<file path="config.mk">
export PLATFORM = sky130hd
export DESIGN_NAME = dp_issue_ctrl
export DESIGN_NICKNAME = d
export VERILOG_FILES = /design/src/rtl/arm_dp_pkg.sv /design/src/rtl/dp_issue_ctrl_cond_check.sv /design/src/rtl/dp_issue_ctrl.sv
export SDC_FILE = /design/constraint.sdc
export NUM_CORES = 1
export LEC_CHECK = 0
export CORE_MARGIN = 10
export CORE_UTILIZATION = 39
export CTS_BUF_LIST = sky130_fd_sc_hd__clkbuf_8
export DETAILED_ROUTE_END_ITERATION = 8
export HOLD_SLACK_MARGIN = 0.12
export PLACE_DENSITY = 0.78
export SLEW_MARGIN = 20
export SYNTH_ARGS = -nofsm -noshare
export SYNTH_HDL_FRONTEND = slang
export SYNTH_HIERARCHICAL = 1
export SYNTH_SLANG_ARGS = --single-unit
</file>
<file path="constraint.sdc">
create_clock -name clk -period 1.96 [get_ports clk]
set_input_delay 0.392 -clock clk [delete_from_list [all_inputs] [get_ports clk]]
set_output_delay 0.392 -clock clk [all_outputs]
set_load 0.01 [all_outputs]
</file>
<file path="src/rtl/arm_dp_pkg.sv">
`default_nettype none
// ============================================================================
// Module      : arm_dp_pkg
// Description : Shared constants for the ARM7 data-processing issue block:
//               opcodes, condition codes, controller states, instruction
//               field positions and opcode-class helpers.
// Revision    : 1.0 - initial release
// ============================================================================
package arm_dp_pkg;

  // Data-processing opcodes, instr[24:21]
  localparam logic [3:0] c_op_and = 4'd0;
  localparam logic [3:0] c_op_eor = 4'd1;
  localparam logic [3:0] c_op_sub = 4'd2;
  localparam logic [3:0] c_op_rsb = 4'd3;
  localparam logic [3:0] c_op_add = 4'd4;
  localparam logic [3:0] c_op_adc = 4'd5;
  localparam logic [3:0] c_op_sbc = 4'd6;
  localparam logic [3:0] c_op_rsc = 4'd7;
  localparam logic [3:0] c_op_tst = 4'd8;
  localparam logic [3:0] c_op_teq = 4'd9;
  localparam logic [3:0] c_op_cmp = 4'd10;
  localparam logic [3:0] c_op_cmn = 4'd11;
  localparam logic [3:0] c_op_orr = 4'd12;
  localparam logic [3:0] c_op_mov = 4'd13;
  localparam logic [3:0] c_op_bic = 4'd14;
  localparam logic [3:0] c_op_mvn = 4'd15;

  // Condition codes, instr[31:28]
  localparam logic [3:0] c_cond_eq = 4'd0;
  localparam logic [3:0] c_cond_ne = 4'd1;
  localparam logic [3:0] c_cond_cs = 4'd2;
  localparam logic [3:0] c_cond_cc = 4'd3;
  localparam logic [3:0] c_cond_mi = 4'd4;
  localparam logic [3:0] c_cond_pl = 4'd5;
  localparam logic [3:0] c_cond_vs = 4'd6;
  localparam logic [3:0] c_cond_vc = 4'd7;
  localparam logic [3:0] c_cond_hi = 4'd8;
  localparam logic [3:0] c_cond_ls = 4'd9;
  localparam logic [3:0] c_cond_ge = 4'd10;
  localparam logic [3:0] c_cond_lt = 4'd11;
  localparam logic [3:0] c_cond_gt = 4'd12;
  localparam logic [3:0] c_cond_le = 4'd13;
  localparam logic [3:0] c_cond_al = 4'd14;
  localparam logic [3:0] c_cond_nv = 4'd15;

  // Controller states, explicit 2-bit encoding
  typedef enum logic [1:0] {
    ST_IDLE = 2'd0,
    ST_EXEC = 2'd1,
    ST_WB   = 2'd2
  } state_t;

  // Instruction field bit positions
  localparam int c_fld_cond_hi = 31;
  localparam int c_fld_cond_lo = 28;
  localparam int c_fld_cls_hi  = 27;
  localparam int c_fld_cls_lo  = 26;
  localparam int c_fld_i       = 25;
  localparam int c_fld_op_hi   = 24;
  localparam int c_fld_op_lo   = 21;
  localparam int c_fld_s       = 20;
  localparam int c_fld_rn_hi   = 19;
  localparam int c_fld_rn_lo   = 16;
  localparam int c_fld_rd_hi   = 15;
  localparam int c_fld_rd_lo   = 12;
  localparam int c_fld_rot_hi  = 11;
  localparam int c_fld_rot_lo  = 8;
  localparam int c_fld_imm_hi  = 7;
  localparam int c_fld_imm_lo  = 0;

  // Compare-class opcodes: flags only, never written back
  function automatic logic is_test_op(input logic [3:0] op);
    return (op == c_op_tst) || (op == c_op_teq) ||
           (op == c_op_cmp) || (op == c_op_cmn);
  endfunction

  // Opcodes whose C/V come from the adder rather than the shifter
  function automatic logic is_arith_op(input logic [3:0] op);
    return (op == c_op_sub) || (op == c_op_rsb) || (op == c_op_add) ||
           (op == c_op_adc) || (op == c_op_sbc) || (op == c_op_rsc) ||
           (op == c_op_cmp) || (op == c_op_cmn);
  endfunction

endpackage
`default_nettype wire

</file>
<file path="src/rtl/dp_issue_ctrl_cond_check.sv">
`default_nettype none
// ============================================================================
// Module      : cond_check
// Description : Combinational ARM condition-field evaluator.
//   i_cond  [3:0]  condition field of the instruction
//   i_nzcv  [3:0]  current flags {N,Z,C,V}
//   o_pass         1 when the instruction should execute (NV never passes)
// Revision    : 1.0 - initial release
// ============================================================================
module cond_check
  import arm_dp_pkg::*;
(
  input  logic [3:0] i_cond,
  input  logic [3:0] i_nzcv,
  output logic       o_pass
);

  logic w_n, w_z, w_c, w_v;
  assign {w_n, w_z, w_c, w_v} = i_nzcv;

  always_comb begin
    o_pass = 1'b0;
    case (i_cond)
      c_cond_eq: o_pass = w_z;
      c_cond_ne: o_pass = !w_z;
      c_cond_cs: o_pass = w_c;
      c_cond_cc: o_pass = !w_c;
      c_cond_mi: o_pass = w_n;
      c_cond_pl: o_pass = !w_n;
      c_cond_vs: o_pass = w_v;
      c_cond_vc: o_pass = !w_v;
      c_cond_hi: o_pass = w_c && !w_z;
      c_cond_ls: o_pass = !w_c || w_z;
      c_cond_ge: o_pass = (w_n == w_v);
      c_cond_lt: o_pass = (w_n != w_v);
      c_cond_gt: o_pass = !w_z && (w_n == w_v);
      c_cond_le: o_pass = w_z || (w_n != w_v);
      c_cond_al: o_pass = 1'b1;
      default:   o_pass = 1'b0;
    endcase
  end

endmodule
`default_nettype wire

</file>
<file path="src/rtl/dp_issue_ctrl.sv">
`default_nettype none
// ============================================================================
// Module      : dp_issue_ctrl
// Description : Issue/control side of the ARM7 data-processing ALU. Accepts a
//               DP instruction with Rn/Rm values, checks its condition against
//               the owned CPSR flags, drives the ALU, folds the ALU flags back
//               into NZCV and hands the result to the register file.
//   clk, reset_n                      clock, async active-low reset
//   in_valid/in_ready, instr,
//   rn_val, rm_val                    instruction + operand handshake
//   flush                             synchronous kill of in-flight work
//   alu_control, operand_a/_b,
//   alu_carry_in                      registered ALU inputs
//   alu_result, alu_nzcv              ALU outputs, sampled in EXEC
//   wb_valid/wb_ready, wb_rd, wb_data register-file write-back handshake
//   flags_wr_en, flags_wr_data        external (MSR) flag load
//   nzcv                              current CPSR flags
//   illegal                           pulse for an accepted non-DP word
// Revision    : 1.0 - initial release
// ============================================================================
module dp_issue_ctrl
  import arm_dp_pkg::*;
#(
  parameter int         DATA_W      = 32,
  parameter logic [3:0] RESET_FLAGS = 4'b0000
) (
  input  logic              clk,
  input  logic              reset_n,
  input  logic              in_valid,
  output logic              in_ready,
  input  logic [31:0]       instr,
  input  logic [DATA_W-1:0] rn_val,
  input  logic [DATA_W-1:0] rm_val,
  input  logic              flush,
  output logic [3:0]        alu_control,
  output logic [DATA_W-1:0] operand_a,
  output logic [DATA_W-1:0] operand_b,
  output logic              alu_carry_in,
  input  logic [DATA_W-1:0] alu_result,
  input  logic [3:0]        alu_nzcv,
  output logic              wb_valid,
  input  logic              wb_ready,
  output logic [3:0]        wb_rd,
  output logic [DATA_W-1:0] wb_data,
  input  logic              flags_wr_en,
  input  logic [3:0]        flags_wr_data,
  output logic [3:0]        nzcv,
  output logic              illegal
);

  state_t            r_state, w_state_nxt;
  logic [3:0]        r_nzcv, w_nzcv_nxt;
  logic [3:0]        r_op;
  logic [DATA_W-1:0] r_opa, r_opb, r_wb_data;
  logic              r_cin, r_s, r_sh_c, r_wb_valid, r_illegal;
  logic [3:0]        r_rd, r_wb_rd;

  logic              w_pass, w_accept, w_is_dp, w_issue, w_sh_c;
  logic [4:0]        w_rot;
  logic [DATA_W-1:0] w_imm, w_rotated, w_op2;
  logic              w_unused_rn_field;

  // Rn arrives as a value; the register index itself is not needed here.
  assign w_unused_rn_field = ^instr[c_fld_rn_hi:c_fld_rn_lo];

  cond_check u_cond_check (
    .i_cond (instr[c_fld_cond_hi:c_fld_cond_lo]),
    .i_nzcv (r_nzcv),
    .o_pass (w_pass)
  );

  // flush takes priority over a same-cycle accept in IDLE.
  assign w_accept = (r_state == ST_IDLE) && in_valid && !flush;
  assign w_is_dp  = (instr[c_fld_cls_hi:c_fld_cls_lo] == 2'b00);
  assign w_issue  = w_accept && w_is_dp && w_pass;

  // Immediate operand 2: imm8 rotated right by twice the rotate field. A
  // shift by the full width yields zero, so rot==0 collapses to plain imm8.
  assign w_rot     = {instr[c_fld_rot_hi:c_fld_rot_lo], 1'b0};
  assign w_imm     = {{(DATA_W-8){1'b0}}, instr[c_fld_imm_hi:c_fld_imm_lo]};
  assign w_rotated = (w_imm >> w_rot) | (w_imm << (6'd32 - {1'b0, w_rot}));
  assign w_op2     = instr[c_fld_i] ? w_rotated : rm_val;
  assign w_sh_c    = (instr[c_fld_i] && (w_rot != 5'd0)) ? w_rotated[DATA_W-1]
                                                        : r_nzcv[1];

  // ---------------- state register ----------------
  always_ff @(posedge clk or negedge reset_n) begin
    if (!reset_n) r_state <= ST_IDLE;
    else          r_state <= w_state_nxt;
  end

  // ---------------- next-state logic ----------------
  always_comb begin
    w_state_nxt = r_state;
    case (r_state)
      ST_IDLE: if (w_issue) w_state_nxt = ST_EXEC;
      ST_EXEC: w_state_nxt = is_test_op(r_op) ? ST_IDLE : ST_WB;
      ST_WB:   if (wb_ready) w_state_nxt = ST_IDLE;
      default: w_state_nxt = ST_IDLE;
    endcase
    if (flush) w_state_nxt = ST_IDLE;
  end

  // ---------------- output logic ----------------
  always_comb begin
    in_ready = (r_state == ST_IDLE);
  end

  // Flag update: logical ops keep V and take C from the shifter; an external
  // write overrides any same-cycle EXEC update, and flush suppresses EXEC.
  always_comb begin
    w_nzcv_nxt = r_nzcv;
    if ((r_state == ST_EXEC) && !flush && r_s) begin
      if (is_arith_op(r_op)) w_nzcv_nxt = alu_nzcv;
      else                   w_nzcv_nxt = {alu_nzcv[3:2], r_sh_c, r_nzcv[0]};
    end
    if (flags_wr_en) w_nzcv_nxt = flags_wr_data;
  end

  // ---------------- datapath registers ----------------
  always_ff @(posedge clk or negedge reset_n) begin
    if (!reset_n) begin
      r_nzcv     <= RESET_FLAGS;
      r_op       <= 4'd0;
      r_opa      <= '0;
      r_opb      <= '0;
      r_cin      <= 1'b0;
      r_s        <= 1'b0;
      r_sh_c     <= 1'b0;
      r_rd       <= 4'd0;
      r_wb_rd    <= 4'd0;
      r_wb_data  <= '0;
      r_wb_valid <= 1'b0;
      r_illegal  <= 1'b0;
    end else begin
      r_nzcv    <= w_nzcv_nxt;
      r_illegal <= w_accept && !w_is_dp;
      if (w_issue) begin
        r_op   <= instr[c_fld_op_hi:c_fld_op_lo];
        r_opa  <= rn_val;
        r_opb  <= w_op2;
        r_cin  <= r_nzcv[1];
        r_s    <= instr[c_fld_s];
        r_sh_c <= w_sh_c;
        r_rd   <= instr[c_fld_rd_hi:c_fld_rd_lo];
      end
      if (flush) begin
        r_wb_valid <= 1'b0;
      end else if ((r_state == ST_EXEC) && !is_test_op(r_op)) begin
        r_wb_valid <= 1'b1;
        r_wb_rd    <= r_rd;
        r_wb_data  <= alu_result;
      end else if (r_wb_valid && wb_ready) begin
        r_wb_valid <= 1'b0;
      end
    end
  end

  assign alu_control  = r_op;
  assign operand_a    = r_opa;
  assign operand_b    = r_opb;
  assign alu_carry_in = r_cin;
  assign wb_valid     = r_wb_valid;
  assign wb_rd        = r_wb_rd;
  assign wb_data      = r_wb_data;
  assign nzcv         = r_nzcv;
  assign illegal      = r_illegal;

endmodule
`default_nettype wire

</file>
==> flow_metrics.tcl, run 1 <==
set metrics [dict create \
    path_cells "xnor2_2 > o22ai_1 > a211o_1 > a211o_1 > nand3_4 > inv_4 > and3_1 > a21oi_1 > o31ai_1" \
    wl_per_cell_um 19.1 \
    crit_path_max_fanout 5 \
    period_share_pct 104 \
    detail-route-antenna-nets 0 \
    worst_setup_path_end_kind "register" \
    yosysTopAreaCell "dfrtp_1" \
    finalClockSkew_ps 11.2 \
    first_global_vias 5944 \
    route.detailed.drc 0 \
    gr-usage-all-layers_pct 20.4 \
    ir_drop_uv 630 \
    die-area_mm2 0.0199 \
    cts_buffer_depth 2 \
    start_util_pct 39.6 \
    fin_area_mm2 0.00963 \
    worstMarginPinSlew_ps 443 \
    grt_pass1_wl_um 32400 \
    num_antenna_cells 0 \
    ios 254 \
    worstPathRequired_ps 2280 \
    layout_setup_ws_ps -73.1 \
    cpMostUsedCell "a211o_1" \
    synth_nets 736 \
    grt_max_degree 61 \
    hp-class "input port to asynchronous set/reset pin" \
    multi_input_area_mm2 0.00268 \
    slew_headroom_pct 70.1 \
    synth-edff-count 0 \
    gp_congestion 0.994 \
    grt_overflow 0 \
    clk_pin_slew_ps 80 \
    synth_top_cell_area_share_pct 52.1 \
    drt_iter0_drc 384 \
    run_status "finished, violations left" \
    violations "setup timing" \
    r2r_start "nzcv[3]$_DFFE_PN0P_" \
    ys_seq_elements 119 \
    dr.max_layer_used "met4" \
    fmax_mhz 492 \
    syn-instance-count 593 \
    clk_latency_ps 440 \
    async_flop_share_pct 100 \
    ys.flop_type "dfrtp_1" \
    cts.sinks 119 \
    synthToLayoutAreaGrowth_pct 68.5 \
    crit_type "register to register" \
    rsz0062_at_grt "yes" \
    whs_ps 339 \
    hold_violations 0 \
    fp.dieW_um 141 \
    startpoint "nzcv[3]$_DFFE_PN0P_" \
    layout-drive-gt1-share_pct 21.8 \
    core_area_mm2 0.0144 \
    post-synth-top-count-cell "nand2_1" \
    regToRegEndpoint "operand_b[20]$_DFFE_PN0N_" \
    power_leakage_uw 0.00437 \
    p_seq_share_pct 39.0 \
    cts_made_buffers 17 \
    drtPass1Iterations 4 \
    yosysSeqAreaShare_pct 52.1 \
    wirelength_um 21100 \
    critPathMaxStageDelay_ps 450 \
    cts_tree "built" \
    p_comb_share_pct 36.6 \
    vias 5696 \
    ys_types 59 \
    setup_viol 62 \
    internal_power_uw 6160 \
    worstPathArrival_ps 2360 \
    wl_met2_um 10200 \
    placed_area_mm2 0.00901 \
    rows 44 \
    fp.dieH_um 141 \
    crit_slowest_cell "dfrtp_2" \
    nets 1051 \
    startpoint_type "register" \
    antenna_found_initial 0 \
    htree_levels 4 \
    p_sw_uw 2860 \
    nFillCells 1148 \
    clock_power_share_pct 24.4 \
    synth_area_per_cell_um2 9.64 \
    swShare_pct 31.7 \
    met1_length_um 8540 \
    synth_area_mm2 0.00572 \
    regArea_mm2 0.00298 \
    yosysWarnings 6 \
    crit_end "operand_b[20]$_DFFE_PN0N_" \
    synth.top_cells.by_count "nand2_1, dfrtp_1, nor2_1, mux2_2, a21oi_1" \
    io_buffers 249 \
    route.met3.wl_um 2020 \
    report.final.slew_viol_count 0 \
    root_buffer "clkbuf_8" \
    maxCapViolations 0 \
    period_needed_ps 2030 \
    p_per_area_mw_per_mm2 937 \
    hpwl_um 16000 \
    synthTopCellsByArea "dfrtp_1, nand2_1, mux2_2, nor2_1, a21oi_1" \
    reg2reg_depth 9 \
    via_per_inst 5.15 \
    r2r_slack_ps -70 \
]
sequential cells by signal, indices dropped and copies added (netlist names):
signal	count
wb_rd	4
illegal	1
alu_carry_in	1
r_sh_c	1
nzcv	4
operand_b	32
r_state	2
r_rd	4
alu_control	4
wb_valid	1
wb_data	32
operand_a	32
r_s	1
final cells by class:
type / instances / area share [%]
well taps: 184 / 2.39
clock inverters: 12 / 1.19
multi-input cells: 424 / 27.8
repair buffers: 336 / 34.4
flip-flops and latches: 119 / 30.9
inverters: 10 / 0.442
clock buffers: 20 / 2.86
layer usage:
metal	up-vias	track usage, %
met1	2706	24.2
li1	2684	-
met3	35	7.69
met2	271	32.9
met5	-	0
met4	0	6.96
worst max-delay path, delay by kind of cell, from the launching register on:
family / cells / cell delay (ps)
simple gates: 2 / 280
flops: 1 / 450
compound gates: 5 / 880
xor+xnor: 1 / 210
buf+inv: 1 / 80
power by group through the flow:
stage | sequential (uW) | combinational (uW) | clock, uW
detailed placement | 3550 | 3260 | 0
global route | 3610 | 3570 | 2360
finish | 3520 | 3300 | 2200
CTS | 3520 | 3300 | 2250
floorplan | 3800 | 845 | 0
global placement | 3510 | 3210 | 0
timing repair:
| item | CTS | global route |
|---|---|---|
| setup buffers | 1 | 2 |
| pin swaps | 5 | 6 |
| gates cloned | 0 | 3 |
| hold buffers | 1 | 0 |
| resized for setup | 17 | 24 |
| endpoints found under the setup margin | 76 | 79 |
| hold endpoints to repair | 119 | 0 |
metrics by stage:
step,TNS [ps],setup WS (ps),power [uW],std cells,utilization (%)
floorplan,-2340,-117,4650,593,-
global placement,-39360,-645,6720,1066,62.5
detailed placement,-44740,-697,6800,1066,62.5
CTS,-1730,-57.8,9070,1100,65.8
global route,-8470,-166,9540,1105,66.8
finish,-1940,-73.1,9020,1105,66.8
how the worst min path moves through the flow:
| stage | slack [ps] | end | cells after the start | startpoint |
|---|---|---|---|---|
| after CTS | 310 | wb_data[29]$_DFFE_PN0P_ | 2 | reset_n |
| after global placement | 240 | illegal$_DFF_PN0_ | 1 | reset_n |
| final | 340 | wb_data[29]$_DFFE_PN0P_ | 2 | reset_n |
| after global routing | 310 | wb_data[24]$_DFFE_PN0P_ | 2 | reset_n |
| after detailed placement | 240 | illegal$_DFF_PN0_ | 1 | reset_n |
| after floorplan | 100 | alu_carry_in$_DFFE_PN0N_ | 0 | reset_n |
cells in the final DEF (no fill, tap or decap), types with 3 or more instances in the layout:
cell type and n:
a21oi_1 28, a21oi_2 3, a221oi_1 6, a221oi_2 7
a31oi_1 5, and3_1 5, buf_12 9, buf_4 74
clkbuf_8 20, clkdlybuf4s50_1 240, clkinvlp_4 3, dfrtp_1 117
dlygate4sd2_1 4, dlymetal6s2s_1 4, inv_1 7, inv_6 4
mux2_2 38, mux2i_1 11, nand2_1 152, nand2b_1 8
nand3_1 12, nor2_1 38, nor2_2 6, nor2b_1 6
nor3_1 9, o211ai_1 6, o21a_1 6, o21ai_0 14
o21ai_1 5, o22ai_1 6
logic make-up after synthesis:
family	after synthesis	synth area share [%]
adder cells (fa/ha/maj)	1	0.219
XOR/XNOR	4	0.744
AND/OR/NAND/NOR	255	19.2
AO/OA/AOI/OAI	110	13.0
multiplexers	54	10.8
flip-flops	119	52.1
buffers and inverters	50	4.01
Power figures use the tool's default switching activity.
==> inputs of run 2 (changes only) <==
--- a/config.mk
+++ b/config.mk
@@ -5,6 +5,7 @@
 export SDC_FILE = /design/constraint.sdc
 export NUM_CORES = 1
 export LEC_CHECK = 0
+export CORE_ASPECT_RATIO = 1.1
 export CORE_MARGIN = 10
 export CORE_UTILIZATION = 39
 export CTS_BUF_LIST = sky130_fd_sc_hd__clkbuf_8
==> run 2 against run 1 <==
Net effect:
- the flow still finishes with violations (setup timing)
- worst hold slack got worse by 36 ps
- register-to-register slack improved by 20 ps
- global-route usage decreased by 0.78 points
- total power increased by 0.80%
- count of clock-buffer cells in the layout decreased by 2
- worst setup slack improved by 22 ps
- sequential share of layout area increased by 0.22 points
- combinational power decreased by 1%
- fmax increased by 1.1%
- non-clock buffer count decreased by 11
- critical endpoint unchanged
- largest cell class unchanged
- highest routed layer unchanged
==> flow_metrics.tcl, run 2 (synthesis results as in run 1) <==
set metrics [dict create \
    grt_pass1_wl_um 30800 \
    clk_latency_ps 440 \
    violations "setup timing" \
    crit_path_max_fanout 6 \
    root_buffer "clkbuf_8" \
    cts_made_buffers 17 \
    wl_per_cell_um 18.6 \
    final_cell_mix "clkdlybuf4s50_1, nand2_1, dfrtp_1" \
    report.final.slew_viol_count 0 \
    hp-class "input port to asynchronous set/reset pin" \
    cts_tree "built" \
    num_antenna_cells 0 \
    ios 254 \
    nets 1040 \
    regArea_mm2 0.00298 \
    path_cells "xnor2_2 > o22ai_1 > a211o_1 > a211o_1 > nand3_4 > inv_4 > and3_4 > a21oi_2 > o31ai_1" \
    drtPass1Iterations 5 \
    multi_input_area_mm2 0.00268 \
    via_per_inst 5.14 \
    io_buffers 249 \
    hpwl_um 15800 \
    route.detailed.drc 0 \
    layout_setup_ws_ps -51.6 \
    vias 5663 \
    crit_slowest_cell "dfrtp_2" \
    startpoint_type "register" \
    rsz0062_at_grt "yes" \
    slew_headroom_pct 71.2 \
    cts.sinks 119 \
    clk_pin_slew_ps 80 \
    critical-path-top-delay-family "compound AO/OA/AOI/OAI gates" \
    finalClockSkew_ps 12.3 \
    die-area_mm2 0.0199 \
    core_area_mm2 0.0144 \
    gr-usage-all-layers_pct 19.6 \
    drt_iter0_drc 424 \
    setup_tns_ps -1070 \
    grt_max_degree 72 \
    rows 46 \
    hold_violations 0 \
    layout-drive-gt1-share_pct 21.1 \
    htree_levels 4 \
    whs_ps 303 \
    worstPathRequired_ps 2280 \
    worstMarginPinSlew_ps 427 \
    run_status "finished, violations left" \
    ir_drop_uv 555 \
    path_buf_inv 1 \
    cpMostUsedCell "a211o_1" \
    critPathMaxStageDelay_ps 440 \
    crit_type "register to register" \
    fp.dieW_um 135 \
    synthToLayoutAreaGrowth_pct 67.3 \
    start_util_pct 39.7 \
    fp.dieH_um 147 \
    maxCapViolations 0 \
    setup_viol 54 \
    fmax_mhz 497 \
    first_global_vias 5739 \
    grt_overflow 0 \
    wirelength_um 20500 \
    period_needed_ps 2010 \
    gp_congestion 0.937 \
    layout_commonest_cell "clkdlybuf4s50_1" \
    detail-route-antenna-nets 0 \
    nFillCells 1137 \
    p_per_area_mw_per_mm2 951 \
    worstPathArrival_ps 2330 \
    period_share_pct 103 \
    worst_setup_path_end_kind "register" \
    cts_buffer_depth 2 \
    antenna_found_initial 0 \
    power_leakage_uw 0.00432 \
]
-- run 2: final timing paths --
path	to	slack, ps	cells after the start	from
setup / recovery	operand_b[20]$_DFFE_PN0N_	-50	9	nzcv[3]$_DFFE_PN0P_
hold / removal	wb_data[23]$_DFFE_PN0P_	300	2	reset_n
setup reg to reg	operand_b[20]$_DFFE_PN0N_	-50	9	nzcv[3]$_DFFE_PN0P_
hold reg to reg	r_s$_DFFE_PN0N_	470	2	r_s$_DFFE_PN0N_
max in group asynchronous	operand_a[4]$_DFFE_PN0N_	1090	3	reset_n
min in group clk	operand_a[23]$_DFFE_PN0N_	470	3	rn_val[23]
-- run 2: report_power, final --
group          switching, uW  leakage (uW)  total (uW)  internal (uW)
sequential               394       0.00150        3510           3120
combinational           1350       0.00262        3260           1910
clock                   1120      0.000205        2320           1200
total                   2860       0.00432        9100           6230
-- run 2: repair_timing --
action,in CTS,in global routing
hold buffers,1,0
pin swaps,11,4
gates resized for setup,29,17
setup buffers,1,2
gates cloned,0,1
endpoints found under the hold margin,119,0
endpoints found under the setup margin,77,76
-- run 2: final cells by class --
class / count / area share [%]
inverters: 10 / 0.445
repair buffers: 325 / 33.5
flip-flops and latches: 119 / 31.2
multi-input cells: 424 / 28.0
well taps: 192 / 2.51
clock buffers: 18 / 2.59
clock inverters: 14 / 1.71
-- run 2: worst register-to-register path: cells and delay by family (launching register included) --
kind	cells	cell delay, ps
AOI/OAI and AO/OA	5	860
DFF	1	440
and+or+nand+nor	2	310
xor gates and xnor gates	1	190
buffers and inverters	1	80
-- run 2: through the flow --
stage	util, %	power (uW)	cells	setup WS (ps)	instance area (um^2)
6_report	66.5	9100	1102	-51.6	9560
5_1_grt	66.5	9590	1102	-186	9560
4_1_cts	65.7	9190	1099	-52.4	9460
3_5_place_dp	62.0	6760	1065	-700	8920
3_3_place_gp	62.0	6690	1065	-639	8920
2_1_floorplan	-	4650	593	-117	5790
-- run 2: routing by layer --
layer  global-route usage [%]  wire length [um]  vias up  part of all wire (%)
li1                         -                 -     2671                     -
met1                     22.6              8120     2705                    40
met2                     33.5             10200      254                    50
met3                     5.76              1730       33                   8.4
met4                     7.00               497        0                   2.4
met5                        0                 0        -                     0
